## src/rtl/spi_master.sv

```systemverilog
// -----------------------------------------------------------------------------
// spi_master
//
// Full-duplex SPI master running one frame of N = WORD_WIDTH*NUM_WORDS bits
// with run-time CPOL/CPHA and one of NUM_CS active-low chip selects. SCLK is
// produced from an enable tick every CLK_DIV system clocks, so everything runs
// in the i_clock domain and every output is a register.
//
// Ports:
//   i_clock                 system clock
//   i_reset                 synchronous, active-high reset
//   enable                  starts are accepted only while high
//   start_transfer          level start request, looked at only in IDLE
//   i_cpol, i_cpha          SPI mode, latched at accept
//   cs_select [CSW-1:0]     target chip select, latched at accept
//   tx_data [N-1:0]         frame to send, latched at accept
//   rx_data [N-1:0]         received frame, updated when the frame completes
//   busy                    high from the cycle after accept until back in IDLE
//   o_transaction_complete  one-cycle pulse while in DONE
//   MOSI, MISO, SCLK        SPI serial lines
//   CS [NUM_CS-1:0]         active-low chip selects
//
// Handshake: a start is accepted on any clock where the FSM is IDLE and
// enable && start_transfer are both high; there is no queueing, a request
// seen while busy is simply ignored. Each accepted frame produces exactly one
// o_transaction_complete pulse, with rx_data valid in that same cycle.
//
// Build option: define SPI_LSB_FIRST_EN to send tx_data[0] first and land the
// first received bit in rx_data[0]. Default is MSB of the frame first.
// -----------------------------------------------------------------------------
module spi_master #(
    parameter int WORD_WIDTH = 8,
    parameter int NUM_WORDS  = 2,
    parameter int CLK_DIV    = 25,
    parameter int NUM_CS     = 1,
    localparam int N         = WORD_WIDTH * NUM_WORDS,
    localparam int CSW       = (NUM_CS > 1) ? $clog2(NUM_CS) : 1
) (
    input  logic              i_clock,
    input  logic              i_reset,
    input  logic              enable,
    input  logic              start_transfer,
    input  logic              i_cpol,
    input  logic              i_cpha,
    input  logic [CSW-1:0]    cs_select,
    input  logic [N-1:0]      tx_data,
    output logic [N-1:0]      rx_data,
    output logic              busy,
    output logic              o_transaction_complete,
    output logic              MOSI,
    input  logic              MISO,
    output logic              SCLK,
    output logic [NUM_CS-1:0] CS
);

    localparam int DIV_W  = $clog2(CLK_DIV);
    localparam int HALF_W = $clog2(2 * N);

    typedef enum logic [2:0] {
        S_IDLE, S_SETUP, S_SHIFT, S_HOLD, S_DONE, S_GAP
    } state_t;

    state_t              state, next_state;
    logic [DIV_W-1:0]    div_cnt;
    logic [HALF_W-1:0]   half_cnt;
    logic                cpol_q, cpha_q;
    logic [N-1:0]        tx_sr, rx_sr;
    logic [NUM_CS-1:0]   cs_sel_n;

    logic tick, phase_end, accept, edge_evt, leading, sample_evt, shift_evt;

    // Bit-order helpers; the only place the two builds differ.
    function automatic logic first_bit(input logic [N-1:0] v);
`ifdef SPI_LSB_FIRST_EN
        return v[0];
`else
        return v[N-1];
`endif
    endfunction

    function automatic logic [N-1:0] drop_bit(input logic [N-1:0] v);
`ifdef SPI_LSB_FIRST_EN
        return v >> 1;
`else
        return v << 1;
`endif
    endfunction

    function automatic logic [N-1:0] add_bit(input logic [N-1:0] v, input logic b);
`ifdef SPI_LSB_FIRST_EN
        return (v >> 1) | (N'(b) << (N - 1));
`else
        return (v << 1) | N'(b);
`endif
    endfunction

    // An out-of-range cs_select matches no index and leaves all CS high.
    always_comb begin
        cs_sel_n = '1;
        for (int i = 0; i < NUM_CS; i++) begin
            if (int'(cs_select) == i) cs_sel_n[i] = 1'b0;
        end
    end

    // Edge events are the clocks on which the SCLK register toggles. Edge 1
    // (leading) is taken at the end of SETUP; edges 2..2N at the first 2N-1
    // half-period ticks of SHIFT. The last SHIFT half-period sits at cpol.
    always_comb begin
        next_state = state;
        accept     = 1'b0;
        edge_evt   = 1'b0;
        phase_end  = 1'b0;
        tick       = (div_cnt == DIV_W'(CLK_DIV - 1));
        case (state)
            S_IDLE: begin
                if (enable && start_transfer) begin
                    accept     = 1'b1;
                    next_state = S_SETUP;
                end
            end
            S_SETUP: begin
                phase_end = tick && (half_cnt == HALF_W'(1));
                if (phase_end) begin
                    next_state = S_SHIFT;
                    edge_evt   = 1'b1;
                end
            end
            S_SHIFT: begin
                phase_end = tick && (half_cnt == HALF_W'(2 * N - 1));
                if (phase_end) next_state = S_HOLD;
                else if (tick) edge_evt = 1'b1;
            end
            S_HOLD: begin
                phase_end = tick && (half_cnt == HALF_W'(1));
                if (phase_end) next_state = S_DONE;
            end
            S_DONE: next_state = S_GAP;
            S_GAP: begin
                phase_end = tick && (half_cnt == HALF_W'(1));
                if (phase_end) next_state = S_IDLE;
            end
            default: next_state = S_IDLE;
        endcase
        // Odd-numbered edges are leading; in SHIFT edge number is half_cnt+2.
        leading    = (state == S_SETUP) || half_cnt[0];
        sample_evt = edge_evt && (leading ^ cpha_q);
        shift_evt  = edge_evt && !(leading ^ cpha_q);
    end

    always_ff @(posedge i_clock) begin
        if (i_reset) state <= S_IDLE;
        else         state <= next_state;
    end

    // Divider and half-period counters restart at every phase boundary.
    always_ff @(posedge i_clock) begin
        if (i_reset) begin
            div_cnt  <= '0;
            half_cnt <= '0;
        end else if (state == S_IDLE || state == S_DONE) begin
            div_cnt  <= '0;
            half_cnt <= '0;
        end else if (tick) begin
            div_cnt  <= '0;
            half_cnt <= phase_end ? '0 : half_cnt + 1'b1;
        end else begin
            div_cnt  <= div_cnt + 1'b1;
        end
    end

    always_ff @(posedge i_clock) begin
        if (i_reset) begin
            CS                     <= '1;
            SCLK                   <= 1'b0;
            MOSI                   <= 1'b0;
            busy                   <= 1'b0;
            o_transaction_complete <= 1'b0;
            rx_data                <= '0;
            cpol_q                 <= 1'b0;
            cpha_q                 <= 1'b0;
            tx_sr                  <= '0;
            rx_sr                  <= '0;
        end else begin
            o_transaction_complete <= 1'b0;
            if (accept) begin
                cpol_q <= i_cpol;
                cpha_q <= i_cpha;
                SCLK   <= i_cpol;
                CS     <= cs_sel_n;
                busy   <= 1'b1;
                rx_sr  <= '0;
                // With cpha=0 the first bit must be on MOSI before edge 1.
                if (!i_cpha) begin
                    MOSI  <= first_bit(tx_data);
                    tx_sr <= drop_bit(tx_data);
                end else begin
                    tx_sr <= tx_data;
                end
            end
            if (edge_evt) SCLK <= ~SCLK;
            if (shift_evt) begin
                MOSI  <= first_bit(tx_sr);
                tx_sr <= drop_bit(tx_sr);
            end
            if (sample_evt) rx_sr <= add_bit(rx_sr, MISO);
            if (state == S_HOLD) SCLK <= cpol_q;
            if (state == S_HOLD && phase_end) begin
                rx_data                <= rx_sr;
                o_transaction_complete <= 1'b1;
            end
            if (state == S_DONE) CS <= '1;
            if (state == S_GAP && phase_end) busy <= 1'b0;
        end
    end

endmodule

```

## config.mk

```make
export PLATFORM = sky130hd
export DESIGN_NAME = spi_master
export DESIGN_NICKNAME = d
export VERILOG_FILES = /design/src/rtl/spi_master.sv
export SDC_FILE = /design/constraint.sdc
export NUM_CORES = 1
export LEC_CHECK = 0
export CAP_MARGIN = 20
export CORE_ASPECT_RATIO = 1.4
export CORE_MARGIN = 3
export CORE_UTILIZATION = 30
export DETAILED_ROUTE_END_ITERATION = 10
export PLACE_DENSITY_LB_ADDON = 0.3
export SLEW_MARGIN = 20
export SYNTH_ARGS = -nofsm -noshare
export SYNTH_HDL_FRONTEND = slang
export SYNTH_SLANG_ARGS = --single-unit
```

## constraint.sdc

```tcl
create_clock -name i_clock -period 2.71 [get_ports i_clock]
set_input_delay 0.6775 -clock i_clock [delete_from_list [all_inputs] [get_ports i_clock]]
set_output_delay 0.6775 -clock i_clock [all_outputs]
set_load 0.005 [all_outputs]
```

==> results of run 1 <==
[final cells by class]
class	instances	area [um2]	area share, %
Clock buffer	12	256	5.81
Clock inverter	4	47.5	1.08
Inverter	6	22.5	0.510
Multi-Input combinational cell	275	1970	44.7
Sequential cell	68	1360	30.8
Tap cell	144	180	4.08
Timing Repair Buffer	61	576	13.0
[cell usage in the layout, fill, tap and decap left out, drive strengths merged, types with 5 or more instances in the layout]
master         Yosys  routed
buf               18      18
clkdlybuf4s50      0      43
nand3              9       9
a21oi             38      38
mux2i             30      30
ha                 5       5
inv                6       6
o21ai              7       7
nand2             49      49
a211o             15      15
nand4bb            9       9
dfxtp             68      68
clkbuf            14      12
o31ai             13      13
nor2              13      13
nand2b            32      32
o32ai              7       7
[per-layer routing]
metal	vias to the layer above	global-route usage (%)
met5	-	0
met3	11	3.02
li1	1464	-
met2	37	21.1
met1	1363	15.0
met4	0	4.85
[power breakdown]
| group | switching (uW) | leakage [uW] | internal (uW) |
|---|---|---|---|
| registers | 64.2 | 0.000551 | 1080 |
| logic | 348 | 0.000793 | 285 |
| clock network | 419 | 0.000149 | 759 |
[critical path, delay by kind of cell, from the launching register on]
kind / cells / cell delay (ns)
adder cells (fa/ha/maj): 2 / 0.46
flip-flops: 1 / 0.38
AO/OA/AOI/OAI: 1 / 0.37
AND/OR/NAND/NOR: 3 / 0.68
buffers and inverters: 1 / 0.26
multiplexers: 1 / 0.20
[stage by stage]
stage / hold WS (ns) / setup WS, ns
floorplan: 0.430 / 0.366
global placement: 0.442 / 0.273
detailed placement: 0.448 / 0.205
CTS: 0.457 / 0.194
global route: 0.465 / 0.0452
finish: 0.454 / 0.277
[kinds of logic (layout without fill, tap and decap cells)]
| kind of cell | after synthesis | after routing | share of synthesized area, % |
|---|---|---|---|
| AND/OR/NAND/NOR | 140 | 140 | 24.5 |
| AO/OA/AOI/OAI | 94 | 94 | 19.0 |
| flip-flops | 68 | 68 | 38.9 |
| buffers and inverters | 38 | 83 | 5.75 |
| multiplexers | 31 | 31 | 8.90 |
| adder cells (fa/ha/maj) | 5 | 5 | 1.79 |
| XOR/XNOR | 5 | 5 | 1.25 |
[registers in the layout (all words and copies together), names as in the netlist]
signal / cells
CS: 1
MOSI: 1
SCLK: 1
busy: 1
cpha_q: 1
cpol_q: 1
div_cnt: 5
half_cnt: 5
o_transaction_complete: 1
rx_data: 16
rx_sr: 16
state: 3
tx_sr: 16
[worst min path at each step]
stage                              from                       end  slack [ns]  cells past startpoint
2_1_floorplan     div_cnt[0]$_SDFF_PP0_     div_cnt[0]$_SDFF_PP0_        0.43                      1
3_3_place_gp     rx_sr[13]$_SDFFE_PP0P_  rx_data[13]$_SDFFE_PP0P_        0.44                      2
3_5_place_dp            CS$_SDFFE_PP1P_           CS$_SDFFE_PP1P_        0.45                      2
4_1_cts          rx_sr[13]$_SDFFE_PP0P_  rx_data[13]$_SDFFE_PP0P_        0.46                      2
5_1_grt          rx_sr[13]$_SDFFE_PP0P_  rx_data[13]$_SDFFE_PP0P_        0.46                      2
6_report       rx_data[13]$_SDFFE_PP0P_  rx_data[13]$_SDFFE_PP0P_        0.45                      2
==> run summary, run 1 <==
final setup fails = 0
share of cells above drive strength 1 = 15.3%
Yosys top cell area share = 38.9%
Final Core Density = 38.8%
flops & latches, synth = 68
Clock Tree Buf Depth = 2
leakage power = 0.00149 uW
RSZ-0062 raised after global routing = false
row cnt = 46
Finished Layout Cells = 570
Total GRT Usage = 12.3%
Final period util = 89.8%
first-pass GRT wire length = 13.2 mm
DR top layer = met4
register area share after synthesis = 38.9%
Critical Path RT = 2.96 ns
post-route ant nets = 0
fin area = 4420 um2
Detail Route met2 WL = 3.92 mm
Root Buffer = clkbuf_16
CP Launch Type = flip-flop
R2R Setup Slk = 0.28 ns
type of destination of the critical path = flip-flop
class of the worst hold path = reg -> reg
Worst R2R Start = half_cnt[0]$_SDFFE_PP0N_
crit path kind = reg -> reg
die height = 134 um
Nets = 450
total placed instance area = 4100 um2
Pre-Repair DR Iteration Count = 4
antenna violations before repair = 0
CTS Buf Count = 9
quantity of I/O buffers inserted on ports = 44
H-tree depth = 3
met1 wire length = 3.52 mm
cells along the critical path = ha_1 -> and3_2 -> ha_1 -> nor4b_4 -> nand2_1 -> a311oi_4 -> buf_4 -> mux2i_1
WL met3 = 232 um
Post-synth ARST share = 0%
initial DRC count = 105
Power Density = 668 nW/um2
leading cell type by number of instances after synthesis = dfxtp_1
WL/cell = 13.7 um
Fmax achieved = 411 MHz
setup_tns = 0 ns
Final min period = 2.43 ns
CP max-delay cell = dfxtp_1
Via-to-Cell Ratio = 5.04
max-cap violations = 0
Placer Congestion = 0.773
Mapped Area = 3500 um2
WP data arrival = 2.69 ns
critical path's largest stage delay = 0.38 ns
Post-synth EDFFs = 0
critical path fanouts, max = 9
commonest cells in the netlist = dfxtp_1, nand2_1, nand2b_1, mux2i_1, a21oi_1
status = completed
largest net degree at the start of global routing = 35
worst ir drop on vdd = 0.000283 V
Clock Skew = 0.00606 ns
Detailed Place HPWL = 5.52 mm
Worst Setup EP = tx_sr[12]$_SDFFE_PP0P_
Reg2Reg Depth = 8
core area = 11,400 um2
most frequent cell on the critical path = ha_1
Mapped Avg Cell Area = 9.19 um2
Clock transition at path regs = 0.05 ns
vias in the first global route = 2,756
clk_lat worst skew = 0.33 ns
Mapped Cells = 381
detailed-route DRC error count = 0
largest area contributor in the netlist = dfxtp_1
Net Count, Synth = 410
library cells used by synthesis = 54
max-slew violation count = 0
cts repair resizes = 0
clk sinks = 68
antenna diode instance count = 0
Synth area leaders = dfxtp_1, mux2i_1, nand2b_1, nand2_1, a21oi_1
endpoints failing hold = 0
actual slew at the worst max-slew pin = 0.766 ns
Design Power = 2950 uW
r2r endpoint = tx_sr[12]$_SDFFE_PP0P_
Setup Buffers After CTS = 0
synth warn = 0
via count = 2,875
Synth Flop Type = dfxtp_1
placed insts = 554
# fillers = 1,182
Die ar. = 13,000 um2
# hold bufs at CTS = 0
final wirelength = 7.81 mm
overflow left after global routing = 0
Worst slew margin = 48.9%
CTS tree = yes
starting density of the core = 30.7%
area grow syn2layout = 26.2%
die width = 97.3 um
I/O Pins = 45
Worst Setup SP = half_cnt[0]$_SDFFE_PP0N_
Power figures use the tool's default switching activity.
==> run 2, diff against run 1 <==
CORE_MARGIN = not set   (was 3)
GPL_ROUTABILITY_DRIVEN = 1   (was not set)
RECOVER_POWER = 50   (was not set)
==> run 2 against run 1 <==
Effect of this change: sequential power about the same; clock skew decreased by 0.00091 ns; core utilization decreased by 0.29 points; first-iteration DRC count decreased by 4.8%; design area decreased by 1.2%; sequential share of layout area increased by 0.39 points; maximum frequency decreased by 1.3%; clock power about the same; critical path depth unchanged; total power decreased by 0.77%; flip-flop and latch count unchanged; largest cell class unchanged; highest routed layer unchanged.
==> run summary, run 2 (synthesis results as in run 1) <==
Clk pwr share = 40.2% (was 39.9%)
largest registers = rx_data (16), rx_sr (16), tx_sr (16) (unchanged)
Setup Buffers After CTS = 0 (unchanged)
Clock Tree Buf Depth = 2 (unchanged)
most frequent cell on the critical path = ha_1 (unchanged)
Power Density = 671 nW/um2 (was 668 nW/um2)
Final period util = 91.0% (was 89.8%)
Hold Crit Start = rx_data[14]$_SDFFE_PP0P_ (was rx_data[13]$_SDFFE_PP0P_)
Combinational Power Share = 20.9% (was 21.5%)
clk_lat worst skew = 0.33 ns (about the same)
Multi-input gate area = 1940 um2 (was 1970 um2)
status = completed (unchanged)
Die ar. = 12,100 um2 (was 13,000 um2)
Root Buffer = clkbuf_16 (unchanged)
Via-to-Cell Ratio = 5.08 (was 5.04)
CTS Buf Count = 9 (unchanged)
Net Sw Frac = 28.1% (was 28.2%)
Nets = 448 (was 450)
Buf+Inv Stages, Crit Path = 1 (unchanged)
# fillers = 1,137 (was 1,182)
setup_tns = 0 ns (unchanged)
NetSw = 823 uW (was 832 uW)
WL/cell = 13.6 um (was 13.7 um)
Clock transition at path regs = 0.05 ns (about the same)
share of cells above drive strength 1 = 13.0% (was 15.3%)
worst hold slack = 0.450 ns (was 0.454 ns)
initial DRC count = 100 (was 105)
Worst R2R Start = half_cnt[1]$_SDFFE_PP0N_ (was half_cnt[0]$_SDFFE_PP0N_)
cts repair resizes = 0 (unchanged)
Detailed Place HPWL = 5.37 mm (was 5.52 mm)
vias in the first global route = 2,833 (was 2,756)
Final min period = 2.47 ns (was 2.43 ns)
CP max-delay cell = nor4b_2 (was dfxtp_1)
row cnt = 46 (unchanged)
H-tree depth = 3 (unchanged)
placed insts = 552 (was 554)
Placer Congestion = 0.742 (was 0.773)
antenna diode instance count = 0 (unchanged)
CTS tree = yes (unchanged)
register share of total power = 38.9% (was 38.6%)
overflow left after global routing = 0 (unchanged)
commonest non-fill, non-tap cell in the layout = dfxtp_1 (unchanged)
worst ir drop on vdd = 0.000319 V (was 0.000283 V)
clk sinks = 68 (unchanged)
type of destination of the critical path = flip-flop (unchanged)
max-slew violation count = 0 (unchanged)
area grow syn2layout = 24.6% (was 26.2%)
largest net degree at the start of global routing = 51 (was 35)
P_int = 2110 uW (was 2120 uW)
Worst Setup SP = half_cnt[1]$_SDFFE_PP0N_ (was half_cnt[0]$_SDFFE_PP0N_)
starting density of the core = 30.9% (was 30.7%)
max-cap violations = 0 (unchanged)
RSZ-0062 raised after global routing = false (unchanged)
Design Power = 2930 uW (was 2950 uW)
final setup fails = 0 (unchanged)
Critical Path RT = 2.97 ns (was 2.96 ns)
I/O Pins = 45 (unchanged)
Finished Layout Cells = 568 (was 570)
post-route ant nets = 0 (unchanged)
quantity of I/O buffers inserted on ports = 44 (unchanged)
via count = 2,883 (was 2,875)
antenna violations before repair = 0 (unchanged)
most frequent cells in the layout = dfxtp_1, nand2_1, a21oi_1, nand2b_1, mux2i_1 (was dfxtp_1, clkdlybuf4s50_1, nand2_1)
Pre-Repair DR Iteration Count = 4 (unchanged)
critical path fanouts, max = 16 (was 9)
crit path kind = reg -> reg (unchanged)
die height = 130 um (was 134 um)
Crit path max-delay family = simple AND/OR/NAND/NOR gates (unchanged)
cells along the critical path = ha_1 -> and3_2 -> ha_1 -> nor4b_2 -> nand2_1 -> a311oi_2 -> buf_4 -> mux2i_1 (was ha_1 -> and3_2 -> ha_1 -> nor4b_4 -> nand2_1 -> a311oi_4 -> buf_4 -> mux2i_1)
detailed-route DRC error count = 0 (unchanged)
class of the worst hold path = reg -> reg (unchanged)
WP data arrival = 2.72 ns (was 2.69 ns)
first-pass GRT wire length = 13.1 mm (was 13.2 mm)
final wirelength = 7.72 mm (was 7.81 mm)
Final Core Density = 38.5% (was 38.8%)
critical path's largest stage delay = 0.38 ns (about the same)
Fmax achieved = 406 MHz (was 411 MHz)
Reg area = 1360 um2 (unchanged)
core area = 11,300 um2 (was 11,400 um2)
R2R Setup Slk = 0.24 ns (was 0.28 ns)
endpoints failing hold = 0 (unchanged)
Total GRT Usage = 13.7% (was 12.3%)
leakage power = 0.00153 uW (was 0.00149 uW)
# hold bufs at CTS = 0 (unchanged)
Clock Skew = 0.00516 ns (was 0.00606 ns)
actual slew at the worst max-slew pin = 0.805 ns (was 0.766 ns)
Worst slew margin = 46.4% (was 48.9%)
CP Launch Type = flip-flop (unchanged)
die width = 93.3 um (was 97.3 um)
==> run 2: power groups by stage <==
stage	combinational (uW)	sequential (uW)	clock, uW
4_1_cts	633	1140	1200
3_3_place_gp	625	1160	0
2_1_floorplan	445	1140	0
6_report	611	1140	1180
3_5_place_dp	632	1160	0
5_1_grt	682	1150	1230
==> run 2: worst paths after layout <==
check	depth (start not counted)	end
setup / recovery	8	tx_sr[2]$_SDFFE_PP0P_
hold / removal	2	rx_data[14]$_SDFFE_PP0P_
setup reg to reg	8	tx_sr[2]$_SDFFE_PP0P_
hold reg to reg	2	rx_data[14]$_SDFFE_PP0P_
==> run 2: layer usage <==
metal	vias up	track usage (%)	routed length [um]
li1	1448	-	-
met1	1367	15.8	3430
met2	55	24.2	3850
met3	13	2.51	262
met4	0	7.15	171
met5	-	0	0
==> run 2: tightest hold or removal path, stage by stage, from the launching register on <==
cell	delay, ns
dfxtp_1	0.30
nand2_1	0.05
a21oi_1	0.05
==> run 2: area by class of cell <==
class                      instances  share of cell area (%)
clock buffer                      12                    5.88
sequential                        68                    31.2
clock inverter                     4                    1.09
timing repair buffer              59                    12.8
tap                              144                    4.13
inverter                           6                   0.516
multi-input combinational        275                    44.4
==> run 2: metrics by stage <==
step / cell area (um2) / worst slack [ns]
6_report: 4360 / 0.244
3_5_place_dp: 4100 / 0.264
5_1_grt: 4360 / 0.0561
3_3_place_gp: 4100 / 0.345
4_1_cts: 4400 / 0.242
2_1_floorplan: 3500 / 0.366
==> run 3, diff against run 2 <==
ABC_AREA = 0   (was not set)
CORE_MARGIN = 2   (was not set)
==> run 3 against run 2 <==
Effect of this change: maximum frequency fell by 2.5%; clock skew rose by 0.0021 ns; final cell count down 0.53%; design area up 0.11%; die area rose by 3.7%; first-iteration DRC count unchanged; combinational power is 6.1% lower; flip-flop and latch count did not move; via count up 1.5%; critical path depth unchanged; non-clock buffer count decreased by 3; largest power group unchanged; highest routed layer unchanged.
==> run summary, run 3 (synthesis results as in run 1) <==
max-slew violation count = 0 (unchanged)
Die ar. = 12,600 um2 (was 12,100 um2)
Final min period = 2.53 ns (was 2.47 ns)
Total GRT Usage = 13.5% (was 13.7%)
final wirelength = 7.87 mm (was 7.72 mm)
clk sinks = 68 (unchanged)
CP Launch Type = flip-flop (unchanged)
Worst slew margin = 48.1% (was 46.4%)
setup_tns = 0 ns (unchanged)
starting density of the core = 30.9% (unchanged)
Nets = 445 (was 448)
quantity of I/O buffers inserted on ports = 44 (unchanged)
Final period util = 93.3% (was 91.0%)
CTS Buf Count = 9 (unchanged)
CTS tree = yes (unchanged)
overflow left after global routing = 0 (unchanged)
Detailed Place HPWL = 5.43 mm (was 5.37 mm)
largest net degree at the start of global routing = 46 (was 51)
Buf+Inv Stages, Crit Path = 1 (unchanged)
class of the worst hold path = reg -> reg (unchanged)
Clock Skew = 0.00723 ns (was 0.00516 ns)
largest registers = rx_data (16), rx_sr (16), tx_sr (16) (unchanged)
final setup fails = 0 (unchanged)
critical path fanouts, max = 11 (was 16)
cells along the critical path = ha_1 -> and3_2 -> ha_1 -> or4b_1 -> o21ai_1 -> buf_4 -> nand3_2 -> o32ai_1 (was ha_1 -> and3_2 -> ha_1 -> nor4b_2 -> nand2_1 -> a311oi_2 -> buf_4 -> mux2i_1)
critical path's largest stage delay = 0.61 ns (was 0.38 ns)
I/O Pins = 45 (unchanged)
Design Power = 3040 uW (was 2930 uW)
Pre-Repair DR Iteration Count = 4 (unchanged)
type of destination of the critical path = flip-flop (unchanged)
via count = 2,927 (was 2,883)
initial DRC count = 100 (unchanged)
Clock Tree Buf Depth = 2 (unchanged)
WL/cell = 13.9 um (was 13.6 um)
area grow syn2layout = 24.7% (was 24.6%)
detailed-route DRC error count = 0 (unchanged)
WP data arrival = 2.76 ns (was 2.72 ns)
antenna violations before repair = 0 (unchanged)
worst hold slack = 0.447 ns (was 0.450 ns)
RSZ-0062 raised after global routing = false (unchanged)
Setup Buffers After CTS = 0 (unchanged)
Fmax achieved = 395 MHz (was 406 MHz)
die height = 132 um (was 130 um)
CP max-delay cell = or4b_1 (was nor4b_2)
core area = 11,300 um2 (unchanged)
Crit path max-delay family = simple AND/OR/NAND/NOR gates (unchanged)
endpoints failing hold = 0 (unchanged)
clk_lat worst skew = 0.34 ns (was 0.33 ns)
max-cap violations = 0 (unchanged)
Root Buffer = clkbuf_16 (unchanged)
antenna diode instance count = 0 (unchanged)
status = completed (unchanged)
row cnt = 46 (unchanged)
actual slew at the worst max-slew pin = 0.779 ns (was 0.805 ns)
share of cells above drive strength 1 = 12.6% (was 13.0%)
most frequent cells in the layout = dfxtp_1, nand2_1, a21oi_1 (was dfxtp_1, nand2_1, a21oi_1, nand2b_1, mux2i_1)
Power Density = 697 nW/um2 (was 671 nW/um2)
worst ir drop on vdd = 0.000236 V (was 0.000319 V)
post-route ant nets = 0 (unchanged)
crit path kind = reg -> reg (unchanged)
Final Core Density = 38.5% (about the same)
die width = 95.3 um (was 93.3 um)
Clock transition at path regs = 0.05 ns (about the same)
first-pass GRT wire length = 13.6 mm (was 13.1 mm)
vias in the first global route = 2,960 (was 2,833)
commonest non-fill, non-tap cell in the layout = dfxtp_1 (unchanged)
Via-to-Cell Ratio = 5.18 (was 5.08)
H-tree depth = 3 (unchanged)
Placer Congestion = 0.786 (was 0.742)
leakage power = 0.00153 uW (about the same)
most frequent cell on the critical path = ha_1 (unchanged)
Critical Path RT = 2.94 ns (was 2.97 ns)
run 3: tightest hold or removal path, cell delays in order, from the launching register on:
cell and delay [ns]:
dfxtp_1 0.30, nand2_1 0.05, a21oi_1 0.05
run 3: cell type report:
class,count,area [um2]
Fill cell,1163,6970
Clock inverter,3,67.6
Timing Repair Buffer,56,522
Clock buffer,13,270
Sequential cell,68,1360
Multi-Input combinational cell,275,1940
Inverter,6,22.5
Tap cell,144,180
run 3: path summary, 6_finish.rpt:
path	startpoint	end	slack [ns]	cells after the start
worst max-delay path	half_cnt[0]$_SDFFE_PP0N_	rx_sr[6]$_SDFFE_PP0P_	0.18	8
worst min-delay path	rx_data[14]$_SDFFE_PP0P_	rx_data[14]$_SDFFE_PP0P_	0.45	2
worst max register to register	half_cnt[0]$_SDFFE_PP0N_	rx_sr[6]$_SDFFE_PP0P_	0.18	8
worst min register to register	rx_data[14]$_SDFFE_PP0P_	rx_data[14]$_SDFFE_PP0P_	0.45	2
run 3: what timing repair did:
action | 4_1_cts | 5_1_grt
hold buffers | 0 | 0
endpoints found under the setup margin | 0 | 15
resized for setup | 0 | 2
run 3: layer usage:
metal,global-route usage (%),vias to the layer above,share of wire [%]
li1,-,1448,-
met1,15.8,1407,44
met2,22.7,53,50
met3,2.12,19,2.7
met4,7.73,0,3.0
met5,0,-,0
run 3: stage by stage:
step                      std cells  worst slack [ns]  cell area, um2
after floorplan                 381             0.366            3500
after global placement          549             0.233            4040
after detailed placement        549            0.0890            4040
after CTS                       565            0.0699            4370
after global routing            565            0.0325            4370
final                           565             0.180            4370
run 3: power by group:
| part | total, uW | internal (uW) | switching, uW | leakage, uW |
|---|---|---|---|---|
| Clock | 1300 | 881 | 421 | 0.000162 |
| Combinational | 574 | 258 | 316 | 0.000818 |
| Sequential | 1170 | 1080 | 91.9 | 0.000551 |
| Total | 3040 | 2220 | 829 | 0.00153 |
